### src/rtl/bsg_channel_widen.sv
// Narrow-to-wide channel stage: gathers els_p narrow chunks (chunk 0 = LSB slice) into one wide
// word, with one assembly register and one registered output word.
module bsg_channel_widen #(
  parameter int unsigned width_in_p = 8,
  parameter int unsigned els_p      = 2
) (
  input  logic                        clk_i,
  input  logic                        reset_i,
  input  logic                        v_i,
  input  logic [width_in_p-1:0]       data_i,
  output logic                        ready_o,
  output logic                        v_o,
  output logic [width_in_p*els_p-1:0] data_o,
  input  logic                        yumi_i
);

  localparam int unsigned count_w_lp = $clog2(els_p);
  localparam int unsigned asm_w_lp   = (els_p - 1) * width_in_p;
  localparam logic [count_w_lp-1:0] last_lp = count_w_lp'(els_p - 1);

  logic [count_w_lp-1:0]         count_r;
  logic [asm_w_lp-1:0]           asm_r, asm_n;
  logic [width_in_p*els_p-1:0]   out_r;
  logic                          out_v_r;
  logic                          last, accept;

  assign last    = (count_r == last_lp);
  // yumi_i frees the output slot in the same cycle, so the final chunk can land with no bubble.
  assign ready_o = ~last | ~out_v_r | yumi_i;
  assign accept  = v_i & ready_o;
  assign v_o     = out_v_r;
  assign data_o  = out_r;

  always_comb begin
    asm_n = asm_r;
    for (int i = 0; i < int'(els_p) - 1; i++) begin
      if (count_r == count_w_lp'(i)) begin
        asm_n[i*width_in_p +: width_in_p] = data_i;
      end
    end
  end

  always_ff @(posedge clk_i or posedge reset_i) begin
    if (reset_i) begin
      count_r <= '0;
      asm_r   <= '0;
      out_r   <= '0;
      out_v_r <= 1'b0;
    end else if (accept && last) begin
      out_r   <= {data_i, asm_r};
      out_v_r <= 1'b1;
      count_r <= '0;
    end else begin
      if (yumi_i) begin
        out_v_r <= 1'b0;
      end
      if (accept) begin
        asm_r   <= asm_n;
        count_r <= count_r + count_w_lp'(1);
      end
    end
  end

`ifndef SYNTHESIS
  if (els_p < 2) begin : g_bad_els
    $error("bsg_channel_widen: els_p must be at least 2");
  end

  yumi_without_valid: assert property (@(posedge clk_i) disable iff (reset_i) !(yumi_i && !v_o))
    else $error("bsg_channel_widen: yumi_i asserted while v_o is low");
`endif

endmodule

### config.mk
export PLATFORM = sky130hd
export DESIGN_NAME = bsg_channel_widen
export DESIGN_NICKNAME = d
export VERILOG_FILES = /design/src/rtl/bsg_channel_widen.sv
export SDC_FILE = /design/constraint.sdc
export NUM_CORES = 1
export LEC_CHECK = 0
export ABC_AREA = 0
export CORE_UTILIZATION = 30
export DETAILED_ROUTE_END_ITERATION = 8
export MAX_ROUTING_LAYER = met4
export PLACE_DENSITY_LB_ADDON = 0.12
export SLEW_MARGIN = 15
export SYNTH_ARGS = -nofsm -noshare
export SYNTH_HDL_FRONTEND = slang
export SYNTH_SLANG_ARGS = --single-unit
### constraint.sdc
create_clock -name clk_i -period 2.65 [get_ports clk_i]
set_clock_uncertainty 0.05 [all_clocks]
set_input_delay 0.53 -clock clk_i [delete_from_list [all_inputs] [get_ports clk_i]]
set_output_delay 0.53 -clock clk_i [all_outputs]
set_load 0.01 [all_outputs]
# Word level (Yosys, flattened, before mapping)
# Index checks and enable logic that the tools add are counted.
# word_totals
regBits	26
input_bits	12
output_inout_bits	18
word_cells	19
# op_classes
add_sub_neg	1
n_mux	4
n_reduce_logical	4
bitwise	6
# ops
operator	n
$mux 1	4
$reduce_bool 2->1	2
$not 1->1	3
$reduce_and 3->1	1
$or 1x1->1	2
$add 1x1->1 const B	1
$and 1x1->1	1
$logic_and 1x1->1	1

# Logic depth before layout (Yosys ltp)
# logic_depth
depth_word	7
depth_mapped	4
ltp_nobuf	3

# Worst setup path before layout
# No wires, ideal clock.
# synth_timing
path_type	in2out
from	input yumi_i
to	output ready_o
n_path_buf	0
required_ps	2070
path_stages	2
path_slack_ps	1267
arrival_ps	803
cell_sequence	nor2b_4 nand2_1
# synth_via
elab_chain_len	1
# synth_lines
element	line	source
from (decl)	14	input logic yumi_i
$or 1x1->1	29	assign ready_o = ~last | ~out_v_r | yumi_i;
to (decl)	11	output logic ready_o,
# No other way between the ends.

# Final worst setup path
# Ends and elaborated chain as after synthesis.

==> metrics.yaml <==
yosys:
  synthArstFlopShare: 1.00
  ys_seq_area_frac: 0.621
  synth_nets: 73
  yosysTopAreaCell: "dfrtp_1"
  yosysUniqueCellTypes: 14
  synthTopCellsByArea: "dfrtp_1, mux2_2, mux2_4"
  syn_area_per_cell_um2: 17.2
  synth_commonest_cells: "dfrtp_1, mux2_2, mux2_4"
  ys_ff_latch: 26
  synth_top_cell_area_share: 0.621
  syn_inst: 61
  yosysMostFrequentCell: "dfrtp_1"
  yosys_most_used_dff: "dfrtp_1"
  syn-cell-area_um2: 1050
  synth_edf_count: 0
  yosysWarnings: 0
worst_setup_path:
  cp_slowest_cell: "clkdlybuf4s50_1"
  reg2regPathDepth: 3
  path_class: "in2out"
  crit_fanout: 3
  worst_path_largest_cell_delay_ns: 0.47
  startpoint: "yumi_i"
  r2r-start: "v_o"
  arrival_ns: 1.72
  crit_chain: "clkdlybuf4s50_1 -> nor2b_4 -> nand2_1 -> clkdlybuf4s50_1"
  r2r_setup_slack_ns: 1.24
  start_kind: "input port"
  cp-endpoint: "ready_o"
  critPathRequiredTime_ns: 2.07
  cp_common_cell: "clkdlybuf4s50_1"
  r2r_end: "data_o[9]"
  critPathCaptureType: "primary output"
floorplanning:
  initial_core_util: 0.314
  ios: 30
  row_count: 21
  die_x_um: 61.1
  core-area_um2: 3340
  die-area_um2: 3730
  die_h_um: 61.1
sta:
  fmax_mhz: 435
  worst_pin_slew_ns: 0.376
  post-route-min-period_ns: 2.30
  final_hold_viol_count: 0
  min_period_over_period: 0.867
  rsz0062_at_grt: "no"
  slew_headroom: 0.749
  setup_viol: 0
  fin_hold_ws_ns: 0.460
  maxSlewViolCount: 0
  tns_ns: 0
grt:
  grt_pass1_vias: 565
  met3_usage: 0.0252
  grtUsageMet1: 0.137
  use_met2: 0.148
  top_usage_layer: "met2"
  grt_pass1_wl_mm: 2.68
  grt_max_degree: 27
  track_usage: 0.105
  grt-ovfl-total: 0
  antenna_found_initial: 0
final_layout:
  nNetsFinal: 107
  design_area_um2: 1420
  layout-drive-gt1-share: 0.340
  nFillCells: 314
  antenna-diode-count: 0
  areaGrowthSynthToFinish_pct: 35.7
power_and_ir_drop:
  leakagePower_nw: 0.607
  swShare: 0.266
  vdd_drop_max_uv: 385
  p_comb_frac: 0.389
  p_per_area_nw_per_um2: 940
  seq_power_share: 0.463
  p_int_mw: 0.981
  p_switching_mw: 0.355
  p_clk_frac: 0.149
placement:
  io_buffers: 29
  dpl_cell_area_um2: 1390
  dp.final_hpwl_mm: 1.13
  gp_congestion: 0.600
cts:
  clock-sinks: 26
  root_buffer: "clkbuf_4"
  postCtsResizedCells: 0
  clk_latency_ns: 0.31
  postCtsHoldBufs: 0
  htreeDepth: 1
  clkSlewWorstSetupHoldPaths_ns: 0.13
  cts_tree: "yes"
  cts_setup_buffers: 0
  cts.path.max_buffers: 2
  cts_buffers: 3
routing:
  drt_iter0_markers: 15
  routedWlPerCell_um: 11.9
  vias: 590
  routed_wl_mm: 1.67
  antenna_left: 0
  dr.pass1.iters: 2
  avgViaCountPerCell: 4.21
  drc: 0
flow_run:
  maxCapViolCount: 0
run_status:
  outcome: "finished, final reports clean"
worst_hold_path:
  hold_path.class: "reg2reg"
## how the worst min path moves through the flow
stage / endpoint / cells after the start / start
2_1_floorplan: asm_r[7] / 1 / asm_r[7]
3_3_place_gp: asm_r[7] / 1 / asm_r[7]
3_5_place_dp: asm_r[7] / 1 / asm_r[7]
4_1_cts: asm_r[7] / 1 / asm_r[7]
5_1_grt: asm_r[7] / 1 / asm_r[7]
6_report: asm_r[7] / 1 / asm_r[7]
## registers in the layout, summed over array words and instances, names as in the netlist
| register | flops |
|---|---|
| count_r | 1 |
| v_o | 1 |
| data_o | 16 |
| asm_r | 8 |
## power by group through the flow
stage | Combinational, mW | Sequential [mW] | Clock [mW]
4_1_cts | 0.528 | 0.622 | 0.215
6_report | 0.519 | 0.618 | 0.198
5_1_grt | 0.563 | 0.640 | 0.225
3_5_place_dp | 0.527 | 0.629 | 0
2_1_floorplan | 0.225 | 0.670 | 0
3_3_place_gp | 0.521 | 0.625 | 0
## final cells by class
class,count,area [um^2],share of cell area
inverters,1,3.75,0.00264
multi-input cells,32,368,0.259
repair buffers,31,305,0.215
well taps,46,57.6,0.0405
clock buffers,4,36.3,0.0255
flip-flops and latches,26,651,0.458
## critical path, delay by kind of cell
family                 cells  cell delay, ns
buffers and inverters      2            0.91
and+or+nand+nor            2            0.27
## layout by cell type (no fill, tap or decap)
| cell | n |
|---|---|
| nand2_2 | 1 |
| nor2_1 | 2 |
| buf_4 | 2 |
| mux2_4 | 9 |
| dfrtp_1 | 26 |
| nor2b_4 | 1 |
| clkdlybuf4s50_1 | 29 |
| nor2_8 | 1 |
| mux2_1 | 1 |
| nor2b_1 | 1 |
| nand2b_1 | 1 |
| inv_1 | 1 |
| clkbuf_8 | 1 |
| nand2_1 | 1 |
| mux2_2 | 14 |
| clkbuf_4 | 3 |
## per-layer routing
layer  routed length, um  vias up
li1                    -      272
met1                 802      301
met2                 790       15
met3                  66        2
met4                  12        0
met5                   0        -
## per-stage QoR
step	power, mW	util	cells	worst slack, ns
5_1_grt	1.43	0.426	140	0.315
3_5_place_dp	1.16	0.415	136	0.338
6_report	1.34	0.426	140	0.353
3_3_place_gp	1.15	0.415	136	0.358
2_1_floorplan	0.895	-	61	1.27
4_1_cts	1.36	0.426	140	0.339
## logic make-up (layout without fill, tap and decap cells)
kind of cell / count (synthesis) / in the layout / share of synthesized area
muxes: 24 / 24 / 0.290
and+or+nand+nor: 8 / 8 / 0.0609
buffers and inverters: 3 / 36 / 0.0275
DFF: 26 / 26 / 0.621
No activity file was read; power rests on OpenSTA's default activity.
